**config.mk**
```make
export PLATFORM = sky130hd
export DESIGN_NAME = inst_mem_loader
export DESIGN_NICKNAME = d
export VERILOG_FILES = /design/src/rtl/loader_pkg.sv /design/src/rtl/loader_checksum.sv /design/src/rtl/inst_mem_loader.sv
export SDC_FILE = /design/constraint.sdc
export NUM_CORES = 1
export LEC_CHECK = 0
export ABC_AREA = 1
export CORE_UTILIZATION = 57
export CTS_BUF_LIST = sky130_fd_sc_hd__clkbuf_4
export DETAILED_ROUTE_END_ITERATION = 7
export GPL_TIMING_DRIVEN = 0
export PLACE_DENSITY = 0.84
export SLEW_MARGIN = 25
export SYNTH_ARGS = -nofsm -noshare
export SYNTH_HDL_FRONTEND = slang
export SYNTH_SLANG_ARGS = --single-unit
```
**constraint.sdc**
```tcl
create_clock -name clk -period 2.26 [get_ports clk]
set_input_delay 0.226 -clock clk [delete_from_list [all_inputs] [get_ports clk]]
set_output_delay 0.226 -clock clk [all_outputs]
set_load 0.03 [all_outputs]
```
**src/rtl/loader_pkg.sv**
```systemverilog
// Shared definitions for the instruction-memory loader: FSM state encoding,
// byte-order constants for the header, data and checksum fields, and the
// default geometry of the instruction memory.
package loader_pkg;

  typedef enum logic [3:0] {
    IDLE,
    LEN_HI,
    LEN_LO,
    DATA_HI,
    DATA_LO,
    WRITE,
    CSUM_HI,
    CSUM_LO,
    DONE
  } state_e;

  localparam int unsigned DEFAULT_ADDR_W     = 16;
  localparam int unsigned DEFAULT_START_ADDR = 0;

  // The first byte received for every 16-bit field is its high byte
  localparam bit HDR_BIG_ENDIAN  = 1'b1;
  localparam bit DATA_BIG_ENDIAN = 1'b1;
  localparam bit CSUM_BIG_ENDIAN = 1'b1;

  // Join two stream bytes into a 16-bit field in the given byte order
  function automatic logic [15:0] join_bytes(input logic [7:0] first,
                                             input logic [7:0] second,
                                             input bit         big_endian);
    return big_endian ? {first, second} : {second, first};
  endfunction

endpackage

```
**src/rtl/loader_checksum.sv**
```systemverilog
// Running 16-bit sum of the words written during a load, with a compare
// against the checksum field received at the end of the stream. Only built
// when LOADER_CHECKSUM_EN is defined.
module loader_checksum (
  input  logic        clk,
  input  logic        rst,
  input  logic        clear,
  input  logic        add,
  input  logic [15:0] add_word,
  input  logic [15:0] cmp_word,
  output logic        match
);

  logic [15:0] sum_q;
  logic [15:0] sum_d;

  // Next sum: clear wins over add, the sum wraps modulo 2^16
  always_comb begin
    sum_d = sum_q;
    if (clear) begin
      sum_d = '0;
    end else if (add) begin
      sum_d = sum_q + add_word;
    end
  end

  // Accumulator register
  always_ff @(posedge clk or posedge rst) begin
    if (rst) begin
      sum_q <= '0;
    end else begin
      sum_q <= sum_d;
    end
  end

  assign match = (sum_q == cmp_word);

endmodule

```
**src/rtl/inst_mem_loader.sv**
```systemverilog
// Instruction-memory loader: parses a 16-bit big-endian word count, then
// assembles byte pairs into 16-bit words and writes them to consecutive
// addresses starting at START_ADDR, holding the CPU until the load finishes.
// Optional feature macro: LOADER_CHECKSUM_EN adds a trailing 16-bit checksum
// field that must equal the modulo-2^16 sum of all data words.
module inst_mem_loader
  import loader_pkg::*;
#(
  parameter int unsigned       ADDR_W     = DEFAULT_ADDR_W,
  parameter logic [ADDR_W-1:0] START_ADDR = ADDR_W'(DEFAULT_START_ADDR)
) (
  input  logic              clk,
  input  logic              rst,
  input  logic              start,
  input  logic [7:0]        in_data,
  input  logic              in_valid,
  output logic              in_ready,
  output logic [ADDR_W-1:0] mem_addr,
  output logic [15:0]       mem_wdata,
  output logic              mem_we,
  output logic              busy,
  output logic              done,
  output logic              err,
  output logic              cpu_hold
);

  // Largest word count that fits between START_ADDR and the top of memory
  localparam logic [32:0] ADDR_SPAN  = 33'd1 << ADDR_W;
  localparam logic [32:0] LOAD_LIMIT = ADDR_SPAN - 33'(START_ADDR);

  state_e            state_q,     state_d;
  logic [7:0]        hdr_hi_q,    hdr_hi_d;
  logic [7:0]        byte_hi_q,   byte_hi_d;
  logic [15:0]       remaining_q, remaining_d;
  logic [ADDR_W-1:0] addr_q,      addr_d;
  logic [15:0]       wdata_q,     wdata_d;
  logic              we_q,        we_d;
  logic              in_ready_q,  in_ready_d;
  logic              busy_q,      busy_d;
  logic              done_q,      done_d;
  logic              err_q,       err_d;
  logic              cpu_hold_q,  cpu_hold_d;

  logic              accept;
  logic [15:0]       hdr_count;
  logic              overflow;

  assign accept    = in_valid && in_ready_q;
  assign hdr_count = join_bytes(hdr_hi_q, in_data, HDR_BIG_ENDIAN);
  assign overflow  = 33'(hdr_count) > LOAD_LIMIT;

`ifdef LOADER_CHECKSUM_EN
  logic        csum_clear;
  logic        csum_add;
  logic        csum_match;
  logic [15:0] csum_word;

  assign csum_word = join_bytes(byte_hi_q, in_data, CSUM_BIG_ENDIAN);

  loader_checksum u_checksum (
    .clk      (clk),
    .rst      (rst),
    .clear    (csum_clear),
    .add      (csum_add),
    .add_word (wdata_q),
    .cmp_word (csum_word),
    .match    (csum_match)
  );
`endif

  // Next-state, byte assembly, address counter and registered-output values
  always_comb begin
    state_d     = state_q;
    hdr_hi_d    = hdr_hi_q;
    byte_hi_d   = byte_hi_q;
    remaining_d = remaining_q;
    addr_d      = addr_q;
    wdata_d     = wdata_q;
    err_d       = err_q;
`ifdef LOADER_CHECKSUM_EN
    csum_clear  = 1'b0;
    csum_add    = 1'b0;
`endif

    case (state_q)
      IDLE, DONE: begin
        // start is ignored while a load is in progress
        if (start) begin
          state_d = LEN_HI;
          err_d   = 1'b0;
          addr_d  = START_ADDR;
`ifdef LOADER_CHECKSUM_EN
          csum_clear = 1'b1;
`endif
        end
      end
      LEN_HI: begin
        if (accept) begin
          hdr_hi_d = in_data;
          state_d  = LEN_LO;
        end
      end
      LEN_LO: begin
        if (accept) begin
          remaining_d = hdr_count;
          if (overflow) begin
            state_d = DONE;
            err_d   = 1'b1;
          end else if (hdr_count == 16'd0) begin
`ifdef LOADER_CHECKSUM_EN
            state_d = CSUM_HI;
`else
            state_d = DONE;
`endif
          end else begin
            state_d = DATA_HI;
          end
        end
      end
      DATA_HI: begin
        if (accept) begin
          byte_hi_d = in_data;
          state_d   = DATA_LO;
        end
      end
      DATA_LO: begin
        if (accept) begin
          wdata_d = join_bytes(byte_hi_q, in_data, DATA_BIG_ENDIAN);
          state_d = WRITE;
        end
      end
      WRITE: begin
        // Address stays put during the strobe and advances afterwards
        addr_d      = addr_q + ADDR_W'(1);
        remaining_d = remaining_q - 16'd1;
`ifdef LOADER_CHECKSUM_EN
        csum_add = 1'b1;
`endif
        if (remaining_q == 16'd1) begin
`ifdef LOADER_CHECKSUM_EN
          state_d = CSUM_HI;
`else
          state_d = DONE;
`endif
        end else begin
          state_d = DATA_HI;
        end
      end
`ifdef LOADER_CHECKSUM_EN
      CSUM_HI: begin
        if (accept) begin
          byte_hi_d = in_data;
          state_d   = CSUM_LO;
        end
      end
      CSUM_LO: begin
        if (accept) begin
          if (!csum_match) begin
            err_d = 1'b1;
          end
          state_d = DONE;
        end
      end
`endif
      default: begin
        state_d = IDLE;
      end
    endcase

    // Outputs are decoded from the next state so they are registered
    // alongside it, with no combinational path from in_valid
    we_d       = (state_d == WRITE);
    in_ready_d = (state_d == LEN_HI)  || (state_d == LEN_LO)  ||
                 (state_d == DATA_HI) || (state_d == DATA_LO) ||
                 (state_d == CSUM_HI) || (state_d == CSUM_LO);
    busy_d     = (state_d != IDLE) && (state_d != DONE);
    done_d     = (state_d == DONE);
    cpu_hold_d = (state_d != DONE);
  end

  // State and output registers
  always_ff @(posedge clk or posedge rst) begin
    if (rst) begin
      state_q     <= IDLE;
      hdr_hi_q    <= '0;
      byte_hi_q   <= '0;
      remaining_q <= '0;
      addr_q      <= START_ADDR;
      wdata_q     <= '0;
      we_q        <= 1'b0;
      in_ready_q  <= 1'b0;
      busy_q      <= 1'b0;
      done_q      <= 1'b0;
      err_q       <= 1'b0;
      cpu_hold_q  <= 1'b1;
    end else begin
      state_q     <= state_d;
      hdr_hi_q    <= hdr_hi_d;
      byte_hi_q   <= byte_hi_d;
      remaining_q <= remaining_d;
      addr_q      <= addr_d;
      wdata_q     <= wdata_d;
      we_q        <= we_d;
      in_ready_q  <= in_ready_d;
      busy_q      <= busy_d;
      done_q      <= done_d;
      err_q       <= err_d;
      cpu_hold_q  <= cpu_hold_d;
    end
  end

  assign in_ready  = in_ready_q;
  assign mem_addr  = addr_q;
  assign mem_wdata = wdata_q;
  assign mem_we    = we_q;
  assign busy      = busy_q;
  assign done      = done_q;
  assign err       = err_q;
  assign cpu_hold  = cpu_hold_q;

endmodule
```
==> metrics.txt, run 1 <==
# TYPE chip_impl_metric gauge
chip_impl_metric{name="finalClockSkew",unit="ns"} 0.0160
chip_impl_metric{name="maximum_number_of_pins_on_one_net_before_global_route_repair",unit=""} 57
chip_impl_metric{name="fp.dieW",unit="microns"} 81.0
chip_impl_metric{name="core_region_area",unit="sq um"} 5960
chip_impl_metric{name="first_global_vias",unit=""} 3167
chip_impl_info{name="rsz0062_at_grt",value="false"} 1
chip_impl_metric{name="power.static_leakage",unit="nW"} 2.04
chip_impl_metric{name="timing.critical_path.fanout_max",unit=""} 6
chip_impl_metric{name="fin_ws",unit="ns"} 0.413
chip_impl_metric{name="postPlaceCellArea",unit="sq um"} 4160
chip_impl_metric{name="final_util",unit="%"} 72.7
chip_impl_info{name="cp-end-kind",value="output pin"} 1
chip_impl_metric{name="cts_hold_buffers",unit=""} 0
chip_impl_metric{name="share_of_cells_above_drive_strength_1",unit="%"} 6.30
chip_impl_metric{name="grt_pass1_wl",unit="mm"} 14.6
chip_impl_metric{name="count_of_flip_flops_with_a_built_in_enable_after_synthesis",unit=""} 0
chip_impl_metric{name="power.density",unit="nW/um^2"} 1150
chip_impl_metric{name="detail_route.drc_violations",unit=""} 0
chip_impl_metric{name="synth_simple_gate_area_share",unit="%"} 29.3
chip_impl_metric{name="synth-async-reset-ratio",unit="%"} 100
chip_impl_metric{name="adder_cell_area_share_of_the_yosys_netlist",unit="%"} 1.06
chip_impl_metric{name="antennaDiodeCount",unit=""} 0
chip_impl_info{name="clockRootBuffer",value="clkbuf_4"} 1
chip_impl_metric{name="max_clock_freq",unit="MHz"} 541
chip_impl_metric{name="area_delta_synth_final",unit="%"} 21.7
chip_impl_metric{name="register_bit_total_from_synthesis",unit=""} 73
chip_impl_metric{name="postLayoutCellArea",unit="sq um"} 4330
chip_impl_info{name="critical_path.startpoint_type",value="flop"} 1
chip_impl_metric{name="htree_num_levels",unit=""} 3
chip_impl_metric{name="critPathMaxStageDelay",unit="ns"} 0.71
chip_impl_metric{name="routedWlPerCell",unit="microns"} 14.8
chip_impl_metric{name="grtUsageTotal",unit="%"} 29.7
chip_impl_metric{name="worstSkewPairLatency",unit="ns"} 0.43
chip_impl_metric{name="xor_and_xnor_fraction_of_the_mapped_netlist_area",unit="%"} 0.739
chip_impl_metric{name="dr.first_iter.drc_count",unit=""} 291
chip_impl_metric{name="seq_power_share",unit="%"} 42.5
chip_impl_metric{name="tritoncts.num_buffers",unit=""} 9
chip_impl_info{name="ys_dominant_reg_cell",value="dfrtp_1"} 1
chip_impl_metric{name="die_height",unit="microns"} 81.0
chip_impl_metric{name="clock_power_share",unit="%"} 19.3
chip_impl_metric{name="postCtsResizedCells",unit=""} 0
chip_impl_info{name="tritoncts_clock_tree",value="yes"} 1
chip_impl_metric{name="ir_drop",unit="uV"} 803
chip_impl_metric{name="post_synthesis_cell_area",unit="sq um"} 3560
chip_impl_metric{name="synth_cell_types",unit=""} 32
chip_impl_info{name="most-common-layout-cells",value="nand2_1 (136), dfrtp_1 (72), nor2_1 (61)"} 1
chip_impl_metric{name="synth_fp_nets",unit=""} 474
chip_impl_metric{name="floorplan.die_area",unit="sq um"} 6560
chip_impl_info{name="critPathKind",value="flop to output pin"} 1
chip_impl_metric{name="fin_crit_period",unit="ns"} 1.85
chip_impl_metric{name="drt-vias-per-instance",unit=""} 5.64
chip_impl_metric{name="cell_internal_pwr",unit="W"} 0.00290
chip_impl_info{name="cp_top_family",value="buffers and inverters"} 1
chip_impl_metric{name="synth_compound_area_share",unit="%"} 10.8
chip_impl_info{name="mostFrequentLayoutCell",value="nand2_1"} 1
chip_impl_metric{name="hpwl",unit="mm"} 6.40
chip_impl_metric{name="drtPass1Iterations",unit=""} 6
chip_impl_info{name="critical_path.slowest_cell",value="clkdlybuf4s50_1"} 1
chip_impl_metric{name="min_period_over_period",unit="%"} 81.7
chip_impl_metric{name="mean_syn_cell_area",unit="sq um"} 7.75
chip_impl_metric{name="critical_path_buf_inv_count",unit=""} 1
chip_impl_metric{name="cp_data_required_time",unit="ns"} 2.03
chip_impl_info{name="status",value="finished, final reports clean"} 1
chip_impl_metric{name="report.final.hold_viol_count",unit=""} 0
chip_impl_metric{name="comb_power_share",unit="%"} 38.3
chip_impl_metric{name="arrival",unit="ns"} 1.62
chip_impl_metric{name="cts_num_sinks",unit=""} 73
chip_impl_metric{name="final.fill_count",unit=""} 488
chip_impl_metric{name="finalSetupViolCount",unit=""} 0
chip_impl_metric{name="syn-instance-count",unit=""} 459
chip_impl_metric{name="port-buffer-count",unit=""} 48
chip_impl_info{name="worstPathCellList",value="clkdlybuf4s50_1"} 1
chip_impl_metric{name="gp_congestion",unit=""} 0.947
chip_impl_metric{name="floorplan.initialDensity",unit="%"} 59.7
chip_impl_metric{name="p_switching",unit="W"} 0.00207
chip_impl_metric{name="yosysSeqAreaShare",unit="%"} 51.4
chip_impl_info{name="holdCritPathClass",value="primary input to asynchronous set/reset pin"} 1
chip_impl_metric{name="synth_mux_area_share",unit="%"} 0
chip_impl_metric{name="cts_setup_buffers",unit=""} 0
chip_impl_metric{name="route.vias.total",unit=""} 3378
chip_impl_metric{name="clk_pin_slew",unit="ns"} 0.13
chip_impl_metric{name="io_pins",unit=""} 50
chip_impl_metric{name="core.rowCount",unit=""} 28
chip_impl_info{name="synth_top_family_by_area",value="simple AND/OR/NAND/NOR gates"} 1
chip_impl_metric{name="max_cap_viol_count",unit=""} 0
chip_impl_metric{name="synthesis.yosys.warnings",unit=""} 0
chip_impl_metric{name="final_max_slew_viol_count",unit=""} 0
chip_impl_metric{name="placement.setup.worst_slack",unit="ns"} 0.263
chip_impl_metric{name="routed_wirelength",unit="mm"} 8.86
chip_impl_metric{name="cts.path.max_buffers",unit=""} 2
chip_impl_metric{name="grt-ovfl-total",unit=""} 0
chip_impl_metric{name="grt_antenna_before_repair",unit=""} 0
chip_impl_metric{name="layout.nets",unit=""} 534
chip_impl_metric{name="final_antenna_net_count",unit=""} 0
chip_impl_metric{name="swShare",unit="%"} 41.6
registers in the layout, indices dropped and copies added, names as in the netlist:
name,cells
byte_hi_q,8
done,1
mem_we,1
state_q,4
busy,1
mem_wdata,16
mem_addr,16
in_ready,1
hdr_hi_q,8
remaining_q,16
cpu_hold,1
metal layers:
metal	part of all wire [%]	vias up	global-route usage, %
met3	5.5	22	4.04
met1	44	1616	40.3
li1	-	1603	-
met2	48	137	46.9
met4	2.4	0	14.5
met5	0	-	0
kinds of logic (layout without fill, tap and decap cells):
family | count (synthesis) | count (layout)
DFF | 73 | 73
other | 1 | 1
adders and majority gates | 3 | 3
AOI/OAI and AO/OA | 70 | 70
xor gates and xnor gates | 3 | 3
and+or+nand+nor | 249 | 249
buffers and inverters | 60 | 125
layout make-up:
| class | count | area (sq um) | share of cell area (%) |
|---|---|---|---|
| buffer | 9 | 46.3 | 1.07 |
| multi-input combinational | 326 | 1490 | 34.5 |
| clock inverter | 6 | 91.3 | 2.11 |
| tap | 75 | 93.8 | 2.17 |
| timing repair buffer | 49 | 508 | 11.7 |
| clock buffer | 10 | 75.1 | 1.73 |
| sequential | 73 | 1830 | 42.2 |
| inverter | 51 | 194 | 4.48 |
cells in the mapped netlist (all sizes together), types with 2 or more instances:
master,n,area [sq um]
nand2,137,517
o211ai,6,45.0
clkbuf,4,15.0
a21oi,4,20.0
o22ai,4,25.0
dfrtp,72,1800
inv,50,188
nor2,65,259
nand3,34,180
xor2,3,26.3
buf,5,31.3
nor3,2,10.0
ha,3,37.5
nand4,10,68.8
o21ai,52,260
per-stage QoR:
| stage | TNS (ns) | power [W] | hold slack, ns | std cells |
|---|---|---|---|---|
| after floorplan | 0 | 0.00333 | 0.347 | 459 |
| after global placement | -68.96 | 0.00391 | 0.457 | 582 |
| after detailed placement | 0 | 0.00400 | 0.459 | 583 |
| after CTS | 0 | 0.00497 | 0.0648 | 599 |
| after global routing | 0 | 0.00529 | 0.0810 | 599 |
| final | 0 | 0.00497 | 0.0723 | 599 |
power groups by stage:
stage	logic, W	clock network, W	registers (W)
after floorplan	0.000989	0	0.00234
after global placement	0.00181	0	0.00210
after detailed placement	0.00189	0	0.00212
after CTS	0.00190	0.000967	0.00210
after global routing	0.00211	0.00103	0.00216
final	0.00190	0.000958	0.00211
worst paths after layout:
path                                    from      endpoint  slack (ns)  cells after the start
worst max-delay path             mem_addr[8]   mem_addr[8]        0.41                      1
worst min-delay path                     rst          busy        0.07                      2
worst max register to register    state_q[1]   mem_addr[5]        0.51                      6
worst min register to register  byte_hi_q[0]  mem_wdata[8]        0.48                      2
max in group asynchronous                rst      cpu_hold        1.61                      3
min in group clk                  in_data[7]   hdr_hi_q[7]        0.44                      3
(Power assumes the default switching activity.)
==> inputs of run 2 (changes only) <==
CORE_UTILIZATION = 51   (was 57)
PLACE_DENSITY = 0.79   (was 0.84)
clock period = 1.6 ns   (was 2.26 ns; I/O delays follow)
==> metrics.txt, run 2 (synthesized netlist as in run 1, its figures left out) <==
# TYPE chip_impl_metric gauge
chip_impl_metric{name="grt_antenna_before_repair",unit=""} 0
chip_impl_info{name="most-common-layout-cells",value="nand2_1 (131), dfrtp_1 (70), nor2_1 (55)"} 1
chip_impl_metric{name="max_clock_freq",unit="MHz"} 636
chip_impl_info{name="rsz0062_at_grt",value="true"} 1
chip_impl_metric{name="core.rowCount",unit=""} 30
chip_impl_metric{name="share_of_cells_above_drive_strength_1",unit="%"} 13.4
chip_impl_metric{name="min_period_over_period",unit="%"} 98.2
chip_impl_info{name="mostFrequentLayoutCell",value="nand2_1"} 1
chip_impl_metric{name="cts_hold_buffers",unit=""} 0
chip_impl_metric{name="area_delta_synth_final",unit="%"} 27.4
chip_impl_metric{name="postPlaceCellArea",unit="sq um"} 4180
chip_impl_metric{name="cts_num_sinks",unit=""} 73
chip_impl_metric{name="gp_congestion",unit=""} 0.933
chip_impl_metric{name="grt_use_met3",unit="%"} 4.23
chip_impl_metric{name="drtPass1Iterations",unit=""} 5
chip_impl_metric{name="detail_route.drc_violations",unit=""} 0
chip_impl_metric{name="hpwl",unit="mm"} 6.29
chip_impl_info{name="holdCritPathClass",value="primary input to asynchronous set/reset pin"} 1
chip_impl_metric{name="fin_crit_period",unit="ns"} 1.57
chip_impl_metric{name="final.fill_count",unit=""} 591
chip_impl_info{name="critical_path.startpoint_type",value="flop"} 1
chip_impl_metric{name="gr-usage-met1",unit="%"} 33.3
chip_impl_metric{name="floorplan.die_area",unit="sq um"} 7310
chip_impl_metric{name="final_antenna_net_count",unit=""} 0
chip_impl_metric{name="arrival",unit="ns"} 1.88
chip_impl_metric{name="final_util",unit="%"} 67.1
chip_impl_info{name="grt-busiest-layer",value="met2"} 1
chip_impl_metric{name="report.final.hold_viol_count",unit=""} 0
chip_impl_metric{name="finalClockSkew",unit="ns"} 0.0164
chip_impl_metric{name="grt-ovfl-total",unit=""} 0
chip_impl_info{name="cp-end-kind",value="flop"} 1
chip_impl_metric{name="final_max_slew_viol_count",unit=""} 0
chip_impl_metric{name="groute.layer.met2.usage",unit="%"} 40.4
chip_impl_metric{name="routed_wirelength",unit="mm"} 9.30
chip_impl_metric{name="first_global_vias",unit=""} 3127
chip_impl_metric{name="cp_data_required_time",unit="ns"} 1.91
chip_impl_metric{name="die_height",unit="microns"} 85.5
chip_impl_metric{name="postLayoutCellArea",unit="sq um"} 4530
chip_impl_metric{name="cts.path.max_buffers",unit=""} 2
chip_impl_metric{name="route.vias.total",unit=""} 3510
chip_impl_metric{name="maximum_number_of_pins_on_one_net_before_global_route_repair",unit=""} 30
chip_impl_metric{name="dr.first_iter.drc_count",unit=""} 275
chip_impl_info{name="status",value="finished, final reports clean"} 1
chip_impl_metric{name="multiInputGateArea",unit="sq um"} 1590
chip_impl_metric{name="floorplan.initialDensity",unit="%"} 52.6
chip_impl_metric{name="drt-vias-per-instance",unit=""} 5.68
chip_impl_metric{name="regArea",unit="sq um"} 1830
chip_impl_info{name="clockRootBuffer",value="clkbuf_4"} 1
chip_impl_info{name="critPathKind",value="flop to flop"} 1
chip_impl_metric{name="timing.critical_path.fanout_max",unit=""} 5
chip_impl_metric{name="routedWlPerCell",unit="microns"} 15.0
chip_impl_metric{name="finalSetupViolCount",unit=""} 0
chip_impl_metric{name="core_region_area",unit="sq um"} 6760
chip_impl_metric{name="layout.nets",unit=""} 548
chip_impl_metric{name="max_cap_viol_count",unit=""} 0
chip_impl_metric{name="worstSkewPairLatency",unit="ns"} 0.43
chip_impl_metric{name="ir_drop",unit="uV"} 894
chip_impl_metric{name="grtUsageTotal",unit="%"} 25.4
chip_impl_metric{name="clk_pin_slew",unit="ns"} 0.13
chip_impl_info{name="tritoncts_clock_tree",value="yes"} 1
chip_impl_metric{name="fp.dieW",unit="microns"} 85.5
chip_impl_metric{name="power.static_leakage",unit="nW"} 2.28
chip_impl_metric{name="power.density",unit="nW/um^2"} 1610
chip_impl_metric{name="antennaDiodeCount",unit=""} 0
chip_impl_metric{name="htree_num_levels",unit=""} 3
chip_impl_metric{name="port-buffer-count",unit=""} 48
chip_impl_metric{name="io_pins",unit=""} 50
chip_impl_metric{name="grt_pass1_wl",unit="mm"} 14.5
chip_impl_metric{name="tritoncts.num_buffers",unit=""} 9
[run 2: power breakdown]
part	switching (W)	total (W)	internal, W
Combinational	0.00181	0.00278	0.000969
Clock	0.000689	0.00150	0.000816
Sequential	0.000528	0.00299	0.00247
Total	0.00303	0.00728	0.00425
[run 2: worst max-delay path, stage by stage, from the launching register on]
cell     delay (ns)
dfrtp_1        0.45
inv_2          0.10
nor2_4         0.16
buf_4          0.15
nand2_2        0.12
nor2_1         0.16
nand3_1        0.11
a21oi_1        0.13
nor2_1         0.06
[run 2: area by class of cell]
| type | count | share of cell area, % |
|---|---|---|
| flip-flops and latches | 73 | 40.4 |
| multi-input cells | 327 | 35.0 |
| repair buffers | 63 | 12.6 |
| inverters | 51 | 4.47 |
| clock inverters | 6 | 2.54 |
| well taps | 80 | 2.21 |
| clock buffers | 10 | 1.66 |
| plain buffers | 8 | 1.10 |
[run 2: per-layer routing]
layer / wire [microns] / up-vias
met4: 295 / 0
met3: 616 / 36
met2: 4420 / 170
li1: - / 1638
met1: 3970 / 1666
met5: 0 / -
[run 2: worst paths after layout]
kind	startpoint	end	slack (ns)	cells past startpoint
worst max-delay path	state_q[0]	remaining_q[8]	0.03	8
worst min-delay path	rst	state_q[0]	0.09	2
worst max register to register	state_q[0]	remaining_q[8]	0.03	8
worst min register to register	byte_hi_q[2]	mem_wdata[10]	0.48	2
max in group asynchronous	rst	cpu_hold	0.96	3
min in group clk	in_data[5]	remaining_q[5]	0.40	3
[run 2: timing repair]
item,CTS,global route
gates cloned,0,1
setup buffers,1,12
setup endpoints to repair,58,44
pin swaps,1,11
hold endpoints to repair,0,0
gates resized for setup,46,31
[run 2: stage by stage]
step / total power [W] / setup TNS [ns] / setup slack (ns) / hold WS, ns / std cells
finish: 0.00728 / 0 / 0.0282 / 0.0902 / 618
detailed placement: 0.00565 / -6.71 / -0.322 / 0.464 / 589
global placement: 0.00553 / -22.21 / -0.337 / 0.457 / 587
CTS: 0.00704 / 0 / 0.00449 / 0.0860 / 606
global route: 0.00776 / -0.427 / -0.0512 / 0.108 / 618
floorplan: 0.00471 / 0 / 0.0262 / 0.281 / 459
==> inputs of run 3 (changes only) <==
CORE_MARGIN = 2   (was unset)
==> metrics.txt, run 3 (synthesized netlist as in run 1, its figures left out) <==
# TYPE chip_impl_metric gauge
chip_impl_metric{name="layout.nets",unit=""} 545
chip_impl_metric{name="grt_pass1_wl",unit="mm"} 14.2
chip_impl_metric{name="min_period_over_period",unit="%"} 97.4
chip_impl_metric{name="detail_route.drc_violations",unit=""} 0
chip_impl_info{name="tritoncts_clock_tree",value="yes"} 1
chip_impl_metric{name="cp_data_required_time",unit="ns"} 1.93
chip_impl_info{name="most-common-layout-cells",value="nand2_1 (131), dfrtp_1 (70), nor2_1 (53)"} 1
chip_impl_metric{name="routedWlPerCell",unit="microns"} 14.1
chip_impl_metric{name="power.static_leakage",unit="nW"} 2.26
chip_impl_metric{name="first_global_vias",unit=""} 2974
chip_impl_info{name="clockRootBuffer",value="clkbuf_4"} 1
chip_impl_metric{name="routed_wirelength",unit="mm"} 8.66
chip_impl_metric{name="report.final.hold_viol_count",unit=""} 0
chip_impl_metric{name="core_region_area",unit="sq um"} 6760
chip_impl_metric{name="hpwl",unit="mm"} 6.20
chip_impl_metric{name="drtPass1Iterations",unit=""} 5
chip_impl_metric{name="finalClockSkew",unit="ns"} 0.0125
chip_impl_info{name="holdCritPathClass",value="primary input to asynchronous set/reset pin"} 1
chip_impl_metric{name="antennaDiodeCount",unit=""} 0
chip_impl_metric{name="final_max_slew_viol_count",unit=""} 0
chip_impl_metric{name="clk_pin_slew",unit="ns"} 0.15
chip_impl_metric{name="fin_crit_period",unit="ns"} 1.56
chip_impl_metric{name="cts_num_sinks",unit=""} 73
chip_impl_metric{name="tritoncts.num_buffers",unit=""} 9
chip_impl_metric{name="grt-ovfl-total",unit=""} 0
chip_impl_metric{name="io_pins",unit=""} 50
chip_impl_metric{name="postPlaceCellArea",unit="sq um"} 4180
chip_impl_metric{name="max_clock_freq",unit="MHz"} 642
chip_impl_metric{name="htree_num_levels",unit=""} 3
chip_impl_metric{name="finalSetupViolCount",unit=""} 0
chip_impl_metric{name="power.density",unit="nW/um^2"} 1520
chip_impl_info{name="rsz0062_at_grt",value="true"} 1
chip_impl_metric{name="max_cap_viol_count",unit=""} 0
chip_impl_metric{name="worstSkewPairLatency",unit="ns"} 0.44
chip_impl_info{name="cp-end-kind",value="flop"} 1
chip_impl_metric{name="fin_ws",unit="ns"} 0.0422
chip_impl_info{name="critical_path.startpoint_type",value="flop"} 1
chip_impl_metric{name="maximum_number_of_pins_on_one_net_before_global_route_repair",unit=""} 33
chip_impl_metric{name="floorplan.die_area",unit="sq um"} 7660
chip_impl_metric{name="placement.setup.worst_slack",unit="ns"} -0.323
chip_impl_info{name="critPathKind",value="flop to flop"} 1
chip_impl_metric{name="final_antenna_net_count",unit=""} 0
chip_impl_info{name="mostFrequentLayoutCell",value="nand2_1"} 1
chip_impl_metric{name="postLayoutCellArea",unit="sq um"} 4460
chip_impl_metric{name="grtUsageTotal",unit="%"} 23.8
chip_impl_metric{name="cts_hold_buffers",unit=""} 0
chip_impl_metric{name="gp_congestion",unit=""} 0.917
chip_impl_metric{name="drt-vias-per-instance",unit=""} 5.35
chip_impl_metric{name="core.rowCount",unit=""} 30
chip_impl_metric{name="port-buffer-count",unit=""} 48
chip_impl_metric{name="final.setup.tns",unit="ns"} 0
chip_impl_metric{name="final.fill_count",unit=""} 565
chip_impl_metric{name="area_delta_synth_final",unit="%"} 25.3
chip_impl_metric{name="timing.critical_path.fanout_max",unit=""} 9
chip_impl_metric{name="grt_antenna_before_repair",unit=""} 0
chip_impl_metric{name="dr.first_iter.drc_count",unit=""} 322
chip_impl_metric{name="die_height",unit="microns"} 87.5
chip_impl_metric{name="share_of_cells_above_drive_strength_1",unit="%"} 12.7
chip_impl_info{name="status",value="finished, final reports clean"} 1
chip_impl_metric{name="final_util",unit="%"} 66.0
chip_impl_metric{name="totalPowerFinal",unit="W"} 0.00678
chip_impl_metric{name="ir_drop",unit="uV"} 781
chip_impl_metric{name="route.vias.total",unit=""} 3291
chip_impl_metric{name="fp.dieW",unit="microns"} 87.5
chip_impl_metric{name="floorplan.initialDensity",unit="%"} 52.6
chip_impl_metric{name="arrival",unit="ns"} 1.89
chip_impl_metric{name="cts.path.max_buffers",unit=""} 2
-- run 3: area by class of cell --
type | count | area [sq um] | area share (%)
clock buffer | 9 | 67.6 | 1.52
timing repair buffer | 60 | 549 | 12.3
buffer | 9 | 55.1 | 1.23
tap | 80 | 100 | 2.25
inverter | 51 | 200 | 4.49
clock inverter | 7 | 62.6 | 1.40
sequential | 73 | 1830 | 41.1
multi-input combinational | 326 | 1590 | 35.7
-- run 3: worst paths after layout --
check / startpoint / to / slack, ns / cells past startpoint
max: state_q[3] / remaining_q[8] / 0.04 / 6
max in group asynchronous: rst / cpu_hold / 1.02 / 3
max reg2reg: state_q[3] / remaining_q[8] / 0.04 / 6
min reg2reg: byte_hi_q[1] / mem_wdata[9] / 0.49 / 2
min: rst / mem_wdata[0] / 0.05 / 2
min in group clk: in_data[6] / mem_wdata[6] / 0.39 / 3
-- run 3: per-layer routing --
| layer | GRT usage [%] | part of all wire, % | vias up |
|---|---|---|---|
| li1 | - | - | 1628 |
| met1 | 33.8 | 46 | 1544 |
| met2 | 37.2 | 47 | 103 |
| met3 | 4.17 | 5.2 | 16 |
| met4 | 8.25 | 1.6 | 0 |
| met5 | 0 | 0 | - |
-- run 3: where the power goes --
group	internal, W	total [W]	switching, W
registers	0.00247	0.00300	0.000533
clock network	0.000350	0.00112	0.000765
logic	0.000936	0.00266	0.00173
-- run 3: critical path, cell delays in order, from the launching register on --
cell and delay (ns):
dfrtp_1 0.48, nor2_4 0.19, nand4_2 0.23, nand2_4 0.19, inv_1 0.14, a21oi_1 0.16, nor2_1 0.06
-- run 3: per-stage QoR --
stage,std cells,hold WS (ns)
floorplan,459,0.281
global placement,587,0.457
detailed placement,589,0.466
CTS,606,0.0467
global route,615,0.0551
finish,615,0.0495
-- run 3: timing repair --
item / CTS / global route
gates resized for setup: 43 / 35
setup buffers: 1 / 9
pin swaps: 2 / 5
setup endpoints to repair: 48 / 50
